===== src/rtl/vpu_mem_responder_if.sv =====
// VPU operand/result bus between the VPU control FSM (master) and the
// memory responder (slave): two read lanes, one write lane, status strobes.
interface vpu_mem_responder_if #(
  parameter int DATA_W = 32,
  parameter int ADDR_W = 13
);
  // Handshake: a request is a single-cycle pulse of rd_*_req / wr_c_req with
  // its address/data held valid in that same cycle. It is taken only while
  // mem_rdy is high; there is no back-pressure once ready. Responses are
  // unhandshaked strobes: mem_read_en qualifies data_a/data_b, and
  // mem_write_en acknowledges a write one cycle after its request.
  logic              rd_a_req;
  logic [ADDR_W-1:0] addr_a;
  logic              rd_b_req;
  logic [ADDR_W-1:0] addr_b;
  logic              wr_c_req;
  logic [ADDR_W-1:0] addr_c;
  logic [DATA_W-1:0] data_c;
  logic [DATA_W-1:0] data_a;
  logic [DATA_W-1:0] data_b;
  logic              mem_rdy;
  logic              mem_read_en;
  logic              mem_write_en;
  logic              addr_err;

  modport master (
    output rd_a_req, addr_a, rd_b_req, addr_b, wr_c_req, addr_c, data_c,
    input  data_a, data_b, mem_rdy, mem_read_en, mem_write_en, addr_err
  );

  modport slave (
    input  rd_a_req, addr_a, rd_b_req, addr_b, wr_c_req, addr_c, data_c,
    output data_a, data_b, mem_rdy, mem_read_en, mem_write_en, addr_err
  );
endinterface


===== src/rtl/vpu_mem_responder.sv =====
// Memory-side responder: clears a DEPTH-word array after reset, then serves
// two pipelined read lanes and one write lane. Optional macro VPU_MEM_FWD_EN.
module vpu_mem_responder #(
  parameter int DATA_W   = 32,
  parameter int ADDR_W   = 13,
  parameter int DEPTH    = 32,
  parameter int READ_LAT = 2
) (
  input  logic                clk,
  input  logic                rst,
  vpu_mem_responder_if.slave  m,
  output logic                state_dbg
);
  localparam int IDX_W = (DEPTH > 1) ? $clog2(DEPTH) : 1;
  localparam logic [ADDR_W-1:0] DEPTH_A = ADDR_W'(DEPTH);
  localparam logic [IDX_W-1:0]  LAST_IDX = IDX_W'(DEPTH - 1);

  if (READ_LAT < 1 || READ_LAT > 3) begin : g_bad_read_lat
    $error("vpu_mem_responder: READ_LAT must be in 1..3");
  end

  typedef enum logic {S_INIT, S_READY} state_t;

  state_t            state;
  logic [IDX_W-1:0]  clr_cnt;
  logic              rdy_q;
  logic              wr_ack_q;
  logic              err_q;
  logic [DATA_W-1:0] mem [DEPTH];

  logic [READ_LAT-1:0] pv_a, pv_b;
  logic [DATA_W-1:0]   pw_a [READ_LAT];
  logic [DATA_W-1:0]   pw_b [READ_LAT];

  logic              accept;
  logic              ok_a, ok_b, ok_c;
  logic              take_a, take_b, take_c;
  logic [DATA_W-1:0] word_a, word_b;

  assign accept = rdy_q && !rst;
  // Full-width compare: high address bits must never alias into the array.
  assign ok_a   = m.addr_a < DEPTH_A;
  assign ok_b   = m.addr_b < DEPTH_A;
  assign ok_c   = m.addr_c < DEPTH_A;
  assign take_a = accept && m.rd_a_req;
  assign take_b = accept && m.rd_b_req;
  assign take_c = accept && m.wr_c_req;

  always_comb begin
    word_a = '0;
    word_b = '0;
    if (take_a && ok_a) word_a = mem[m.addr_a[IDX_W-1:0]];
    if (take_b && ok_b) word_b = mem[m.addr_b[IDX_W-1:0]];
`ifdef VPU_MEM_FWD_EN
    if (take_a && take_c && ok_c && (m.addr_a == m.addr_c)) word_a = m.data_c;
    if (take_b && take_c && ok_c && (m.addr_b == m.addr_c)) word_b = m.data_c;
`endif
  end

  // Array has no reset; INIT clears it word by word instead.
  always_ff @(posedge clk) begin
    if (!rst && state == S_INIT) begin
      mem[clr_cnt] <= '0;
    end else if (take_c && ok_c) begin
      mem[m.addr_c[IDX_W-1:0]] <= m.data_c;
    end
  end

  always_ff @(posedge clk) begin
    if (rst) begin
      state    <= S_INIT;
      clr_cnt  <= '0;
      rdy_q    <= 1'b0;
      wr_ack_q <= 1'b0;
      err_q    <= 1'b0;
      pv_a     <= '0;
      pv_b     <= '0;
      for (int i = 0; i < READ_LAT; i++) begin
        pw_a[i] <= '0;
        pw_b[i] <= '0;
      end
    end else begin
      case (state)
        S_INIT: begin
          clr_cnt <= clr_cnt + 1'b1;
          if (clr_cnt == LAST_IDX) begin
            state <= S_READY;
            rdy_q <= 1'b1;
          end
        end
        S_READY: rdy_q <= 1'b1;
        default: state <= S_INIT;
      endcase

      wr_ack_q <= take_c;
      if ((take_a && !ok_a) || (take_b && !ok_b) || (take_c && !ok_c)) begin
        err_q <= 1'b1;
      end

      // Non-requesting lanes carry zero so the outputs idle at zero.
      for (int i = READ_LAT - 1; i > 0; i--) begin
        pv_a[i] <= pv_a[i-1];
        pv_b[i] <= pv_b[i-1];
        pw_a[i] <= pw_a[i-1];
        pw_b[i] <= pw_b[i-1];
      end
      pv_a[0] <= take_a;
      pv_b[0] <= take_b;
      pw_a[0] <= word_a;
      pw_b[0] <= word_b;
    end
  end

  assign m.data_a       = pw_a[READ_LAT-1];
  assign m.data_b       = pw_b[READ_LAT-1];
  assign m.mem_read_en  = pv_a[READ_LAT-1] | pv_b[READ_LAT-1];
  assign m.mem_rdy      = rdy_q;
  assign m.mem_write_en = wr_ack_q;
  assign m.addr_err     = err_q;
  assign state_dbg      = (state == S_READY);
endmodule


===== src/flat_wrapper.sv =====
// flat-port wrapper written by rule: the top's interface ports become plain ports
module vpu_mem_responder_flat 
#(
  parameter int DATA_W   = 32,
  parameter int ADDR_W   = 13,
  parameter int DEPTH    = 32,
  parameter int READ_LAT = 2
)
  (clk, rst, state_dbg, m_rd_a_req, m_addr_a, m_rd_b_req, m_addr_b, m_wr_c_req, m_addr_c, m_data_c, m_data_a, m_data_b, m_mem_rdy, m_mem_read_en, m_mem_write_en, m_addr_err);
  vpu_mem_responder_if #(.DATA_W(DATA_W), .ADDR_W(ADDR_W)) m_i ();
  input  logic clk;
  input  logic rst;
  output logic state_dbg;
  input wire logic [$bits(m_i.rd_a_req)-1:0] m_rd_a_req;
  input wire logic [$bits(m_i.addr_a)-1:0] m_addr_a;
  input wire logic [$bits(m_i.rd_b_req)-1:0] m_rd_b_req;
  input wire logic [$bits(m_i.addr_b)-1:0] m_addr_b;
  input wire logic [$bits(m_i.wr_c_req)-1:0] m_wr_c_req;
  input wire logic [$bits(m_i.addr_c)-1:0] m_addr_c;
  input wire logic [$bits(m_i.data_c)-1:0] m_data_c;
  output wire logic [$bits(m_i.data_a)-1:0] m_data_a;
  output wire logic [$bits(m_i.data_b)-1:0] m_data_b;
  output wire logic [$bits(m_i.mem_rdy)-1:0] m_mem_rdy;
  output wire logic [$bits(m_i.mem_read_en)-1:0] m_mem_read_en;
  output wire logic [$bits(m_i.mem_write_en)-1:0] m_mem_write_en;
  output wire logic [$bits(m_i.addr_err)-1:0] m_addr_err;
  assign m_i.rd_a_req = m_rd_a_req;
  assign m_i.addr_a = m_addr_a;
  assign m_i.rd_b_req = m_rd_b_req;
  assign m_i.addr_b = m_addr_b;
  assign m_i.wr_c_req = m_wr_c_req;
  assign m_i.addr_c = m_addr_c;
  assign m_i.data_c = m_data_c;
  assign m_data_a = m_i.data_a;
  assign m_data_b = m_i.data_b;
  assign m_mem_rdy = m_i.mem_rdy;
  assign m_mem_read_en = m_i.mem_read_en;
  assign m_mem_write_en = m_i.mem_write_en;
  assign m_addr_err = m_i.addr_err;
  vpu_mem_responder #(.DATA_W(DATA_W), .ADDR_W(ADDR_W), .DEPTH(DEPTH), .READ_LAT(READ_LAT)) u_core (.clk(clk), .rst(rst), .m(m_i), .state_dbg(state_dbg));
endmodule

===== config.mk =====
export PLATFORM = sky130hd
export DESIGN_NAME = vpu_mem_responder_flat
export DESIGN_NICKNAME = d
export VERILOG_FILES = /design/src/rtl/vpu_mem_responder_if.sv /design/src/rtl/vpu_mem_responder.sv /design/src/flat_wrapper.sv
export SDC_FILE = /design/constraint.sdc
export NUM_CORES = 1
export LEC_CHECK = 0
export BUFFER_PORTS_ARGS = -buffer_cell sky130_fd_sc_hd__buf_2
export CORE_AREA = 5 5 394 396
export CTS_CLUSTER_DIAMETER = 30
export DETAILED_ROUTE_END_ITERATION = 8
export DIE_AREA = 0 0 399 401
export GPL_TIMING_DRIVEN = 0
export SYNTH_ARGS = -nofsm -noshare
export SYNTH_HDL_FRONTEND = slang
export SYNTH_SLANG_ARGS = --single-unit

===== constraint.sdc =====
create_clock -name clk -period 6.3 [get_ports clk]
set_input_delay 0.63 -clock clk [delete_from_list [all_inputs] [get_ports clk]]
set_output_delay 0.63 -clock clk [all_outputs]
set_load 0.01 [all_outputs]

Word-level counts from Yosys, hierarchy flattened:

Memory sizes are Yosys's and may differ from the RTL's.
Index checks and enable logic that the tools add are counted.

* register bits: 13
* bits in writable memories: 1152
* bits of input ports: 76
* output and inout port bits: 69
* logic and storage cells: 61
* memories: 3

Memories
* u_core.mem: words 32, width 32, rd ports 2, clocked after Yosys merged registers in 0, wr ports 1, line vpu_mem_responder.sv:29 `logic [DATA_W-1:0] mem [DEPTH];`
* u_core.pw_a: words 2, width 32, rd ports 2, clocked after Yosys merged registers in 0, wr ports 2, line vpu_mem_responder.sv:32 `logic [DATA_W-1:0] pw_a [READ_LAT];`
* u_core.pw_b: words 2, width 32, rd ports 2, clocked after Yosys merged registers in 0, wr ports 2, line vpu_mem_responder.sv:33 `logic [DATA_W-1:0] pw_b [READ_LAT];`

* $add $sub $neg: 1
* order comparisons: 3
* equal/unequal tests: 2
* multiplexer cells: 21
* bitwise operators: 6
* reductions and logical operators: 18

Operators with widths (count)
* 32-bit two-way mux: 7
* 13-bit by 6-bit less-than comparator with 1-bit output (second input constant): 3
* 32-bit OR reduction: 1
* 1-bit two-way mux: 12
* 1-bit logical AND: 11
* 5-bit by 1-bit adder with 5-bit output (second input constant): 1
* 5-bit equality test (second input constant): 1
* 5-bit two-way mux: 1
* 1-bit OR: 5
* 1-bit logical NOT: 4
* 1-bit logical OR: 2
* 2-bit != test (second input constant): 1
* 1-bit one-hot mux with 2 select lines: 1
* 1-bit NOT: 1

Logic depth before layout (Yosys ltp):

* word-level depth: 9
* gate-level depth with buffers: 9
* gate-level depth less buffers: 5

Worst setup path after synthesis:

OpenSTA, ideal clock, no wires.

* kind: input -> register
* from: in m_addr_c[12]
* to: mem u_core.mem[10][0] (enable)
* library setup time: 0.501 ns
* arrival: 4.923 ns
* data required time: 5.799 ns
* setup slack: 0.875 ns
* stages on the path: 6
* buffers on the path: 2
* cell sequence: nor4_4 > and4b_1 > buf_6 > mux2_4 > buf_6 > nor4_1

* word-level cells in the longest chain between the ends: 7
* elaborated cells on any way between the ends: 8
* those cells by class: order compare: 1; mux: 5; reduce/logical: 2

Ends and longest elaborated chain
* start: declaration: line flat_wrapper.sv:19 `input wire logic [$bits(m_i.addr_c)-1:0] m_addr_c;`
* 13-bit by 6-bit less-than comparator with 1-bit output (*): line vpu_mem_responder.sv:44 `assign ok_c = m.addr_c < DEPTH_A;`
* 1-bit logical AND (*): line vpu_mem_responder.sv:64 `end else if (take_c && ok_c) begin`
* 1-bit two-way mux (*): line vpu_mem_responder.sv:64
* 1-bit two-way mux (*): line vpu_mem_responder.sv:62 `if (!rst && state == S_INIT) begin`
* 1-bit two-way mux (not written as such) (*): line vpu_mem_responder.sv:65 `mem[m.addr_c[IDX_W-1:0]] <= m.data_c;`
* 32-bit OR reduction (no source line)
* 5-bit two-way mux (no source line) / 1-bit two-way mux (equally long branches)
* end: declaration: line vpu_mem_responder.sv:29

Every way passes the cells marked *; elsewhere a longest branch is shown, timed or not.

Worst setup path in the final report:

* from: reg u_core.rdy_q, in the netlist u_core.m.mem_rdy
* to: mem u_core.mem[25][16] (enable)

* word-level cells in the longest chain between the ends: 8
* elaborated cells on any way between the ends: 9
* those cells by class: mux: 5; reduce/logical: 4

Ends and longest elaborated chain
* start: declaration: line vpu_mem_responder.sv:26 `logic rdy_q;`
* start signal: assignment: line vpu_mem_responder.sv:73 `rdy_q <= 1'b0;`
* start signal: assignment: line vpu_mem_responder.sv:88 `rdy_q <= 1'b1;`
* start signal: assignment: line vpu_mem_responder.sv:91 `S_READY: rdy_q <= 1'b1;`
* 1-bit logical AND (*): line vpu_mem_responder.sv:40 `assign accept = rdy_q && !rst;`
* 1-bit logical AND (*): line vpu_mem_responder.sv:47 `assign take_c = accept && m.wr_c_req;`
* 1-bit logical AND (*): line vpu_mem_responder.sv:64
* 1-bit two-way mux (*): line vpu_mem_responder.sv:64
* 1-bit two-way mux (*): line vpu_mem_responder.sv:62
* 1-bit two-way mux (not written as such) (*): line vpu_mem_responder.sv:65
* 32-bit OR reduction (no source line)
* 5-bit two-way mux (no source line) / 1-bit two-way mux (equally long branches)

Marked as above.

==> flow_summary.yaml <==
outcome:
  outcome: "completed"
floorplan:
  die_area_sq_um: 160000
  io_pins: 145
  start_util_pct: 34.7
  rows: 143
  core_area_sq_um: 151000
  die_x_um: 399
  die_y_um: 401
clock_network:
  clk_pin_slew_ns: 0.04
  cts_root_buf: "clkbuf_16"
  insertion_delay_ns: 0.89
  cts_hold_buffers: 0
  cts.htree.levels: 5
  numCtsBuffers: 276
  cts.sinks: 1165
  cts_setup_buffers: 0
  clockBufferDepth: 4
  cts_tree: "built"
  cts_resized: 0
timing:
  hold-worst-slack_ns: 0.0642
  fin_tns_setup_ns: 0
  tightest_slew_ns: 1.47
  setup_viol_count_final: 0
  period_needed_ns: 3.95
  skew_ns: 0.0601
  drv_slew: 0
  timing.final.crit_share_pct: 62.8
  slew_headroom_pct: 1.99
  grt_setup_unrepaired: "false"
  fmax_mhz: 253
  hold_viol: 0
placement:
  finalWeightedCongestion: 0.902
  post-dp-hpwl_um: 136000
  dp.cells: 5308
  io_buffers: 139
finish:
  final-seq-area_sq_um: 33600
  layout_common_cells: "edfxtp_1 (1024), mux2i_1 (407), mux4_2 (384)"
  syn_to_final_growth_pct: 27.0
  final_cells: 5788
  fillers: 13100
  final_common_cell: "edfxtp_1"
  drive_above_1_share_pct: 39.3
  final_core_util_pct: 44.1
  multiInputGateArea_sq_um: 17400
  nets: 3636
setup_path:
  worstSetupEndpointType: "flip-flop"
  crit_required_ns: 6.84
  cp_max_fo: 10
  cp-start-kind: "flip-flop"
  rr_worst_depth: 10
  cpPeakStageDelay_ns: 0.94
  timing.rr.end: "u_core.mem[25][16]"
  cp_common_cell: "buf_4"
  crit_slowest_cell: "nor4_2"
  path_class: "flip-flop to flip-flop"
  cp_cell_sequence: "and3b_1 -> nand3_1 -> o2bb2a_1 -> clkbuf_1 -> clkbuf_1 -> nor4_2 -> buf_4 -> buf_4 -> buf_6 -> buf_4"
  r2r-start: "u_core.m.mem_rdy"
  worstPathArrival_ns: 4.50
  reg2reg_slack_ns: 2.35
global_route:
  antenna_found_initial: 7
  grt_use_total_pct: 23.5
  grt_pass1_wl_um: 262000
  grt_pass1_vias: 34100
  grt_max_degree: 33
  grt_overflow_total: 0
yosys:
  netlist_area_sq_um: 52500
  syn_avg_cell_area_sq_um: 17.9
  async_reset_ff_share_pct: 0
  synthCells: 2940
  synth_fp_nets: 3018
  seq_area_frac_synth_pct: 63.9
  ys.flop_type: "edfxtp_1"
  synth-edff-count: 1024
  ys_ff_latch: 1165
  yosys.cell_types.count: 39
  yosys_warnings: 0
hold_path:
  min_path_type: "input pin to flip-flop"
  worstHoldPathCells: 2
  min_from: "m_rd_a_req"
  worst_hold_path.endpoint: "u_core.pv_a[0]"
drt:
  detail_route.wl_per_cell_um: 33.1
  drc_errors: 0
  viasPerCell: 5.87
  ant_nets: 0
  dr.pass1.iters: 6
  vias: 34000
  drt_iter0_drc: 4667
  wl_um: 191000
power:
  peakVddDrop_mv: 0.232
  power_mw: 23.4
  power-per-cell-area_nw_per_um2: 351
  p_leak_nw: 26.0
job:
  maxCapViolCount: 0
worst max-delay path by stage:
stage	from	endpoint	cells after the start
2_1_floorplan	m_addr_c[12]	u_core.mem[10][0]	6
3_3_place_gp	m_addr_c[12]	u_core.mem[10][15]	7
3_5_place_dp	m_addr_c[12]	u_core.mem[25][17]	11
4_1_cts	u_core.m.mem_rdy	u_core.mem[25][16]	10
5_1_grt	u_core.m.mem_rdy	u_core.mem[25][16]	10
6_report	u_core.m.mem_rdy	u_core.mem[25][16]	10
cells in the mapped netlist, types with 2 or more instances:
library cell	instances	area, sq um
a21oi_1	57	285
a221o_1	64	641
a22oi_1	65	488
a31oi_1	64	400
and2_1	34	213
and3b_1	3	26.3
buf_1	3	11.3
buf_2	86	430
buf_4	111	833
buf_6	12	135
clkbuf_1	77	289
dfxtp_1	141	2820
edfxtp_1	1024	30700
ha_1	2	25.0
inv_1	4	15.0
mux2_2	47	529
mux2_4	3	45.0
mux2i_1	407	4070
mux4_2	384	8650
nand2_1	153	574
nand3_1	3	15.0
nand4_1	37	231
nor2_1	15	56.3
nor2b_1	76	475
nor4_1	35	219
nor4_4	2	42.5
or2_2	18	113
xor2_1	2	17.5
layout make-up:
| class | count | area share [%] |
|---|---|---|
| multi-input combinational | 1481 | 26.1 |
| antenna | 4 | 0.0150 |
| tap | 2030 | 3.81 |
| clock buffer | 323 | 11.0 |
| timing repair buffer | 340 | 3.44 |
| inverter | 4 | 0.0225 |
| sequential | 1165 | 50.4 |
| buffer | 290 | 2.58 |
| clock inverter | 151 | 2.61 |
per-layer routing:
metal | track usage [%] | vias to the layer above | wire, um
li1 | - | 13400 | -
met1 | 30.9 | 17600 | 72100
met2 | 34.9 | 2506 | 84600
met3 | 7.66 | 467 | 24100
met4 | 11.8 | 2 | 10600
met5 | 0 | - | 4
worst max-delay path, delay by kind of cell, from the launching register on:
kind	cells	cell delay, ns
AOI/OAI and AO/OA	1	0.36
and+or+nand+nor	3	1.32
DFF	1	0.40
buffers and inverters	6	1.52
report_power, final:
part           leakage, nW  switching [mW]  internal (mW)
clock                 4.42            4.40           9.59
sequential            12.6          0.0173           8.35
combinational         8.95           0.674          0.346
total                 26.0            5.10           18.3
kinds of logic (layout without fill, tap and decap cells):
logic type / Yosys count / in the layout / share of synthesized area [%]
compound gates: 253 / 253 / 3.50
buf+inv: 294 / 1108 / 3.30
mux: 842 / 842 / 25.3
other cells: 0 / 4 / 0
fa+ha+maj: 2 / 2 / 0.0476
xor+xnor: 3 / 3 / 0.0500
simple gates: 381 / 381 / 3.83
flops: 1165 / 1165 / 63.9
state kept, by name, indices dropped and copies added (netlist names), 2 cells and up:
| name | count |
|---|---|
| u_core.mem | 1024 |
| u_core.pw_a | 64 |
| u_core.pw_b | 64 |
| u_core.clr_cnt | 5 |
| u_core.pv_a | 2 |
| u_core.pv_b | 2 |
through the flow:
step           cell area (sq um)  setup slack (ns)
4_1_cts                    66600              2.43
5_1_grt                    66700              2.24
6_report                   66700              2.35
2_1_floorplan              52500             0.875
3_5_place_dp               57500              1.95
3_3_place_gp               55800             -4.47
(Power assumes the default switching activity.)
